==> src/rtl/alu_arbiter.sv <==
// Round-robin front end that shares one combinational ALU between two requesters.
// Accepted operations are latched, run through the ALU for one cycle, and the
// captured result/flags are returned on a single response channel tagged with
// the requester id.
//
// Ports:
//   clk, rst                      clock, asynchronous active-high reset
//   req0_* / req1_*               per-requester valid/ready request with a, b, ctrl
//   alu_a, alu_b, alu_ctrl        registered operands/opcode to the shared ALU
//   alu_result, alu_flags         combinational ALU outputs
//   rsp_valid/rsp_ready           response handshake
//   rsp_id, rsp_result, rsp_flags captured response payload
//   busy                          high whenever the FSM is not IDLE
module alu_arbiter #(
    parameter int unsigned N = 4
) (
    input  logic         clk,
    input  logic         rst,
    input  logic         req0_valid,
    output logic         req0_ready,
    input  logic [N-1:0] req0_a,
    input  logic [N-1:0] req0_b,
    input  logic [3:0]   req0_ctrl,
    input  logic         req1_valid,
    output logic         req1_ready,
    input  logic [N-1:0] req1_a,
    input  logic [N-1:0] req1_b,
    input  logic [3:0]   req1_ctrl,
    output logic [N-1:0] alu_a,
    output logic [N-1:0] alu_b,
    output logic [3:0]   alu_ctrl,
    input  logic [N-1:0] alu_result,
    input  logic [3:0]   alu_flags,
    output logic         rsp_valid,
    input  logic         rsp_ready,
    output logic         rsp_id,
    output logic [N-1:0] rsp_result,
    output logic [3:0]   rsp_flags,
    output logic         busy
);

    typedef enum logic [1:0] {
        IDLE = 2'd0,
        EXEC = 2'd1,
        RESP = 2'd2
    } state_t;

    state_t       state_q, state_d;
    logic         ptr_q, ptr_d;
    logic [N-1:0] a_q, a_d;
    logic [N-1:0] b_q, b_d;
    logic [3:0]   ctrl_q, ctrl_d;
    logic         id_q, id_d;
    logic [N-1:0] res_q, res_d;
    logic [3:0]   flg_q, flg_d;
    logic         rsp_id_q, rsp_id_d;

    logic gnt_vld;
    logic gnt_id;

    // Grant: a lone requester wins outright; on contention the pointer decides.
    always_comb begin
        gnt_vld = req0_valid | req1_valid;
        gnt_id  = (req0_valid & req1_valid) ? ptr_q : req1_valid;
    end

    // State register.
    always_ff @(posedge clk or posedge rst) begin
        if (rst) begin
            state_q <= IDLE;
        end else begin
            state_q <= state_d;
        end
    end

    // Next-state logic.
    always_comb begin
        state_d = state_q;
        case (state_q)
            IDLE:    if (gnt_vld) state_d = EXEC;
            EXEC:    state_d = RESP;
            RESP:    if (rsp_ready) state_d = IDLE;
            default: state_d = IDLE;
        endcase
    end

    // FSM-derived outputs; ready is only ever offered to the granted side in IDLE.
    always_comb begin
        req0_ready = 1'b0;
        req1_ready = 1'b0;
        rsp_valid  = 1'b0;
        busy       = 1'b0;
        if (state_q == IDLE) begin
            req0_ready = gnt_vld & ~gnt_id;
            req1_ready = gnt_vld &  gnt_id;
        end
        if (state_q == RESP) begin
            rsp_valid = 1'b1;
        end
        if (state_q != IDLE) begin
            busy = 1'b1;
        end
    end

    // Datapath next values: latch on grant, capture ALU outputs at end of EXEC.
    always_comb begin
        ptr_d    = ptr_q;
        a_d      = a_q;
        b_d      = b_q;
        ctrl_d   = ctrl_q;
        id_d     = id_q;
        res_d    = res_q;
        flg_d    = flg_q;
        rsp_id_d = rsp_id_q;
        case (state_q)
            IDLE: begin
                if (gnt_vld) begin
                    a_d    = gnt_id ? req1_a    : req0_a;
                    b_d    = gnt_id ? req1_b    : req0_b;
                    ctrl_d = gnt_id ? req1_ctrl : req0_ctrl;
                    id_d   = gnt_id;
                end
            end
            EXEC: begin
                res_d    = alu_result;
                flg_d    = alu_flags;
                rsp_id_d = id_q;
            end
            RESP: begin
                // The side just served loses priority for the next contention.
                if (rsp_ready) ptr_d = ~rsp_id_q;
            end
            default: ;
        endcase
    end

    // Datapath registers.
    always_ff @(posedge clk or posedge rst) begin
        if (rst) begin
            ptr_q    <= 1'b0;
            a_q      <= '0;
            b_q      <= '0;
            ctrl_q   <= '0;
            id_q     <= 1'b0;
            res_q    <= '0;
            flg_q    <= '0;
            rsp_id_q <= 1'b0;
        end else begin
            ptr_q    <= ptr_d;
            a_q      <= a_d;
            b_q      <= b_d;
            ctrl_q   <= ctrl_d;
            id_q     <= id_d;
            res_q    <= res_d;
            flg_q    <= flg_d;
            rsp_id_q <= rsp_id_d;
        end
    end

    assign alu_a      = a_q;
    assign alu_b      = b_q;
    assign alu_ctrl   = ctrl_q;
    assign rsp_id     = rsp_id_q;
    assign rsp_result = res_q;
    assign rsp_flags  = flg_q;

endmodule

==> config.mk <==
export PLATFORM = sky130hd
export DESIGN_NAME = alu_arbiter
export DESIGN_NICKNAME = d
export VERILOG_FILES = /design/src/rtl/alu_arbiter.sv
export SDC_FILE = /design/constraint.sdc
export NUM_CORES = 1
export LEC_CHECK = 0
export BUFFER_PORTS_ARGS = -buffer_cell sky130_fd_sc_hd__buf_2
export CELL_PAD_IN_SITES_DETAIL_PLACEMENT = 0
export CELL_PAD_IN_SITES_GLOBAL_PLACEMENT = 1
export CORE_MARGIN = 5
export CORE_UTILIZATION = 34
export CTS_CLUSTER_DIAMETER = 60
export DETAILED_ROUTE_END_ITERATION = 16
export HOLD_SLACK_MARGIN = 0.15
export PLACE_DENSITY = 0.83
export REMOVE_ABC_BUFFERS = 1
export SLEW_MARGIN = 20
export SYNTH_ARGS = -nofsm -noshare
export SYNTH_HDL_FRONTEND = slang
export SYNTH_SLANG_ARGS = --single-unit
==> constraint.sdc <==
create_clock -name clk -period 2.05 [get_ports clk]
set_clock_uncertainty 0.2 [all_clocks]
set_input_delay 0.41 -clock clk [delete_from_list [all_inputs] [get_ports clk]]
set_output_delay 0.41 -clock clk [all_outputs]
set_load 0.005 [all_outputs]
==> results.sh, run 1 <==
export IMPL_vias=1102
export IMPL_rsz0062_at_grt="false"
export IMPL_grt_antenna_before_repair=0
export IMPL_hpwl_um=2270
export IMPL_rr_worst_depth=5
export IMPL_ys_warnings_count=0
export IMPL_cts_path_max_buffers=2
export IMPL_fin_crit_ns=1.95
export IMPL_crit_path_max_fanout=8
export IMPL_setup_viol=0
export IMPL_power_density_nw_per_um2=1220
export IMPL_timing_fmax_ghz=0.514
export IMPL_area_growth_pct=47.0
export IMPL_combPwrFrac_pct=46.4
export IMPL_hold_viol=0
export IMPL_synth_avg_cell_area_um2=10.4
export IMPL_wire_per_inst_um=13.3
export IMPL_synth_distinct_cells=20
export IMPL_cts_max_level=1
export IMPL_cts_tree="done"
export IMPL_grt_overflow_total=0
export IMPL_start_util_pct=34.6
export IMPL_worst_pin_slew_ns=0.474
export IMPL_p_seq_share_pct=43.1
export IMPL_drc_errors=0
export IMPL_coreArea_um2=3280
export IMPL_grt_pass1_wl_um=5030
export IMPL_wirelength_um=3070
export IMPL_required_ns=1.44
export IMPL_maxSlewHeadroom_pct=68.4
export IMPL_maxCapViolCount=0
export IMPL_cts_root_buf="clkbuf_4"
export IMPL_fp_dieW_um=67.8
export IMPL_cellInternalPower_mw=1.29
export IMPL_clkSlewWorstSetupHoldPaths_ns=0.13
export IMPL_rows=21
export IMPL_drt_pass1_iterations=4
export IMPL_grt_pass1_vias=1216
export IMPL_start_kind="register"
export IMPL_numPortBuffers=61
export IMPL_holdWs_ns=0.160
export IMPL_p_sw_uw=751
export IMPL_syn_inst=109
export IMPL_critPathKind="register to output pin"
export IMPL_antennaDiodeCount=0
export IMPL_grt_max_degree=26
export IMPL_drive_gt1_share_pct=40.5
export IMPL_worstPathArrival_ns=1.34
export IMPL_layout_nets=223
export IMPL_vias_per_cell=4.77
export IMPL_hold_depth=3
export IMPL_antenna_left=0
export IMPL_clk_latency_ns=0.31
export IMPL_p_leak_nw=0.814
export IMPL_drtIter0Drc=21
export IMPL_worstHoldPathType="primary input to register"
export IMPL_fp_dieH_um=67.8
export IMPL_cts_sinks=25
export IMPL_ys_ff_latch=25
export IMPL_ys_seq_area_share_pct=55.0
export IMPL_crit_path_end_kind="output pin"
export IMPL_place_gp_congestion=0.756
export IMPL_clkPwrFrac_pct=10.5
export IMPL_status="complete, no violations"
export IMPL_ir_drop_uv=456
export IMPL_fin_setup_tns_ns=0
export IMPL_syn_area_um2=1140
export IMPL_ioPinCount=62
export IMPL_switching_share_pct=36.7
export IMPL_grt_use_total_pct=14.2
export IMPL_numCtsBuffers=3
export IMPL_die_area_um2=4600
export IMPL_min_period_over_period_pct=94.9
export IMPL_slew_viol_final=0
==> worst max-delay path: stages, from the launching register on <==
cell	delay, ns
dfrtp_1	0.44
nor2_4	0.24
nand2_4	0.08
a21oi_1	0.14
buf_2	0.13
==> placed cells by master, fill, tap and decap left out, drive strengths merged <==
cell type    netlist  layout
nand2b             3       3
buf                5      65
clkbuf             3       3
mux2               9       9
dfrtp             25      25
a21oi             13      13
mux2i              1       1
a21o               1       1
nor2               1       1
a31oi             12      12
nand3             12      12
nand2              2       2
o21ai             13      13
and3               1       1
inv                6       6
dlygate4sd3        0      15
and2b              1       1
or2                1       1
clkinv             0       1
==> metal layers <==
metal  vias to the layer above  track usage [%]  routed length, µm
met4                         0             2.98                 11
met3                         2             3.45                305
met5                         -                0                  0
met2                        52             27.0               1450
li1                        545                -                  -
met1                       503             15.9               1310
==> flip-flops by register name, summed over array words and instances (netlist names) <==
| signal | count |
|---|---|
| rsp_result | 4 |
| alu_a | 4 |
| state_q | 2 |
| rsp_flags | 4 |
| ptr_q | 1 |
| rsp_id | 1 |
| alu_b | 4 |
| alu_ctrl | 4 |
| id_q | 1 |
==> timing repair <==
item	in CTS	in global routing
resized for setup	1	1
setup endpoints to repair	1	1
hold buffers	15	0
endpoints found under the hold margin	38	0
setup buffers	0	0
==> cell families (layout without fill, tap and decap cells) <==
| group | after synthesis | count (layout) | synth area share (%) |
|---|---|---|---|
| AO/OA/AOI/OAI | 39 | 39 | 18.7 |
| flip-flops | 25 | 25 | 55.0 |
| AND/OR/NAND/NOR | 21 | 21 | 10.8 |
| buffers and inverters | 14 | 90 | 5.72 |
| multiplexers | 10 | 10 | 9.79 |
==> synthesized netlist by cell type <==
cell | instances | share of area (%)
o21ai_0 | 13 | 5.7
and3_1 | 1 | 0.55
buf_6 | 1 | 0.99
mux2i_1 | 1 | 0.88
nand3_1 | 12 | 5.3
a21o_1 | 1 | 0.66
buf_2 | 4 | 1.8
or2_4 | 1 | 0.77
inv_2 | 2 | 0.66
a31oi_1 | 12 | 6.6
inv_1 | 4 | 1.3
clkbuf_1 | 3 | 0.99
nand2b_1 | 3 | 1.7
nor2_2 | 1 | 0.55
nand2_4 | 1 | 0.99
dfrtp_1 | 25 | 55
a21oi_1 | 13 | 5.7
and2b_1 | 1 | 0.66
mux2_1 | 9 | 8.9
nand2_1 | 1 | 0.33
==> power by group through the flow <==
| stage | clock (mW) | sequential [mW] | combinational (mW) |
|---|---|---|---|
| 6_report | 0.215 | 0.882 | 0.948 |
| 3_3_place_gp | 0 | 0.884 | 0.898 |
| 3_5_place_dp | 0 | 0.887 | 0.925 |
| 4_1_cts | 0.227 | 0.885 | 0.967 |
| 5_1_grt | 0.247 | 0.920 | 1.07 |
| 2_1_floorplan | 0 | 0.898 | 0.471 |
==> final cells by class <==
type	instances	area, µm²
repair buffers	80	485
multi-input cells	70	453
inverters	6	22.5
clock inverters	1	5.00
clock buffers	3	22.5
fillers	303	1610
flip-flops and latches	25	626
well taps	46	57.6
==> path summary, 6_finish.rpt <==
kind	startpoint	to	slack [ns]
setup / recovery	state_q[1]	req0_ready	0.10
hold / removal	req0_a[0]	alu_a[0]	0.16
setup reg to reg	state_q[1]	alu_a[2]	0.15
hold reg to reg	id_q	id_q	0.28
max in group asynchronous	rst	alu_a[1]	0.94
min in group asynchronous	rst	rsp_flags[2]	0.48
==> stage by stage <==
step / power [mW] / std cells / instance area [µm²] / setup WS, ns / utilization [%]
final: 2.04 / 231 / 1670 / 0.105 / 50.9
after CTS: 2.08 / 231 / 1670 / 0.0883 / 50.9
after global routing: 2.24 / 231 / 1670 / 0.00672 / 50.9
after floorplan: 1.37 / 101 / 1090 / 0.430 / -
after detailed placement: 1.81 / 212 / 1490 / 0.331 / 45.3
after global placement: 1.78 / 212 / 1490 / 0.349 / 45.3
Note: power is estimated with default switching activity, not from simulation.
==> run 2, diff against run 1 <==
--- a/config.mk
+++ b/config.mk
@@ -5,6 +5,7 @@
 export SDC_FILE = /design/constraint.sdc
 export NUM_CORES = 1
 export LEC_CHECK = 0
+export ABC_CLOCK_PERIOD_IN_PS = 2050
 export BUFFER_PORTS_ARGS = -buffer_cell sky130_fd_sc_hd__buf_2
 export CELL_PAD_IN_SITES_DETAIL_PLACEMENT = 0
 export CELL_PAD_IN_SITES_GLOBAL_PLACEMENT = 1
@@ -14,6 +15,7 @@
 export DETAILED_ROUTE_END_ITERATION = 16
 export HOLD_SLACK_MARGIN = 0.15
 export PLACE_DENSITY = 0.83
+export RECOVER_POWER = 50
 export REMOVE_ABC_BUFFERS = 1
 export SLEW_MARGIN = 20
 export SYNTH_ARGS = -nofsm -noshare
==> run 2 against run 1 <==
Compared with the run above: design area down 0.15%; first-iteration DRC count unchanged; global-route usage unchanged; die area unchanged; worst setup slack unchanged.
==> results.sh, run 2 (synthesis gave the netlist of run 1 again) <==
export IMPL_status="complete, no violations"
export IMPL_n_fill_cell=303
export IMPL_rsz0062_at_grt="false"
export IMPL_hold_viol=0
export IMPL_p_leak_nw=0.814
export IMPL_fin_crit_ns=1.95
export IMPL_start_kind="register"
export IMPL_grt_use_total_pct=14.2
export IMPL_fp_dieH_um=67.8
export IMPL_numPortBuffers=61
export IMPL_start_util_pct=34.6
export IMPL_grt_overflow_total=0
export IMPL_fin_setup_tns_ns=0
export IMPL_wirelength_um=3070
export IMPL_grt_max_degree=26
export IMPL_drive_gt1_share_pct=40.5
export IMPL_layout_common_cells="61 x buf_2, 25 x dfrtp_1, 15 x dlygate4sd3_1"
export IMPL_numCtsBuffers=3
export IMPL_wire_per_inst_um=13.3
export IMPL_dp_worst_setup_slack_ns=0.331
export IMPL_cts_path_max_buffers=2
export IMPL_antennaDiodeCount=0
export IMPL_timing_fmax_ghz=0.514
export IMPL_power_density_nw_per_um2=1220
export IMPL_required_ns=1.44
export IMPL_maxCapViolCount=0
export IMPL_maxSlewHeadroom_pct=59.3
export IMPL_min_period_over_period_pct=94.9
export IMPL_die_area_um2=4600
export IMPL_worst_pin_slew_ns=0.610
export IMPL_grt_pass1_vias=1216
export IMPL_grt_pass1_wl_um=5030
export IMPL_place_gp_congestion=0.756
export IMPL_fp_dieW_um=67.8
export IMPL_area_growth_pct=46.8
export IMPL_post_cts_buffers=0
export IMPL_fin_ws_ns=0.105
export IMPL_rows=21
export IMPL_cts_root_buf="clkbuf_4"
export IMPL_clk_latency_ns=0.31
export IMPL_critPathKind="register to output pin"
export IMPL_setup_viol=0
export IMPL_slew_viol_final=0
export IMPL_clkSlewWorstSetupHoldPaths_ns=0.13
export IMPL_vias=1102
export IMPL_grt_antenna_before_repair=0
export IMPL_drc_errors=0
export IMPL_layout_nets=223
export IMPL_cts_max_level=1
export IMPL_cts_tree="done"
export IMPL_crit_path_end_kind="output pin"
export IMPL_drt_pass1_iterations=4
export IMPL_ir_drop_uv=456
export IMPL_worstPathArrival_ns=1.34
export IMPL_worstHoldPathType="primary input to register"
export IMPL_vias_per_cell=4.77
export IMPL_final_cells=231
export IMPL_layout_commonest_cell="buf_2"
export IMPL_antenna_left=0
export IMPL_crit_path_max_fanout=8
export IMPL_placed_cells=212
export IMPL_coreArea_um2=3280
export IMPL_ioPinCount=62
export IMPL_hpwl_um=2270
export IMPL_holdWs_ns=0.160
export IMPL_drtIter0Drc=21
export IMPL_cts_sinks=25
run 2: cell types whose count changed in the layout (fill, tap and decap cells not counted), sizes merged:
cell	delta
buf	-1
clkbuf	+1
run 2: per-layer routing:
metal	global-route usage, %	part of all wire [%]	vias up
li1	-	-	545
met1	15.9	43	503
met2	27.0	47	52
met3	3.45	9.9	2
met4	2.98	0.36	0
met5	0	0	-
run 2: path summary, 6_finish.rpt:
check / startpoint / endpoint / slack (ns) / depth (start not counted)
setup / recovery: state_q[1] / req0_ready / 0.10 / 4
hold / removal: req0_a[0] / alu_a[0] / 0.16 / 3
setup reg to reg: state_q[1] / alu_a[2] / 0.15 / 5
hold reg to reg: id_q / id_q / 0.28 / 1
max in group asynchronous: rst / alu_a[1] / 0.67 / 4
min in group asynchronous: rst / rsp_flags[2] / 0.58 / 4
run 2: cell type report:
type	count	area [µm²]	share of cell area [%]
sequential	25	626	37.5
multi-input combinational	70	453	27.1
inverter	6	22.5	1.35
clock buffer	3	22.5	1.35
clock inverter	1	5.00	0.300
timing repair buffer	80	483	28.9
tap	46	57.6	3.45
run 2: through the flow:
step	power [mW]	utilization [%]	instance area [µm²]
after floorplan	1.37	-	1090
after global placement	1.78	45.3	1490
after detailed placement	1.81	45.3	1490
after CTS	2.08	50.9	1670
after global routing	2.24	50.8	1670
final	2.04	50.8	1670
run 2: worst max-delay path, stage by stage (launching register included):
cell	delay, ns
dfrtp_1	0.44
nor2_4	0.24
nand2_4	0.08
a21oi_1	0.14
buf_2	0.13
run 2: power breakdown:
| group | leakage, nW | internal [mW] | switching, mW | total, mW |
|---|---|---|---|---|
| Sequential | 0.287 | 0.744 | 0.138 | 0.882 |
| Combinational | 0.509 | 0.476 | 0.471 | 0.947 |
| Clock | 0.0177 | 0.0728 | 0.142 | 0.215 |
run 2: what timing repair did:
action,4_1_cts,5_1_grt
resized for setup,1,1
hold buffers,15,0
endpoints found under the setup margin,1,1
hold endpoints to repair,38,0
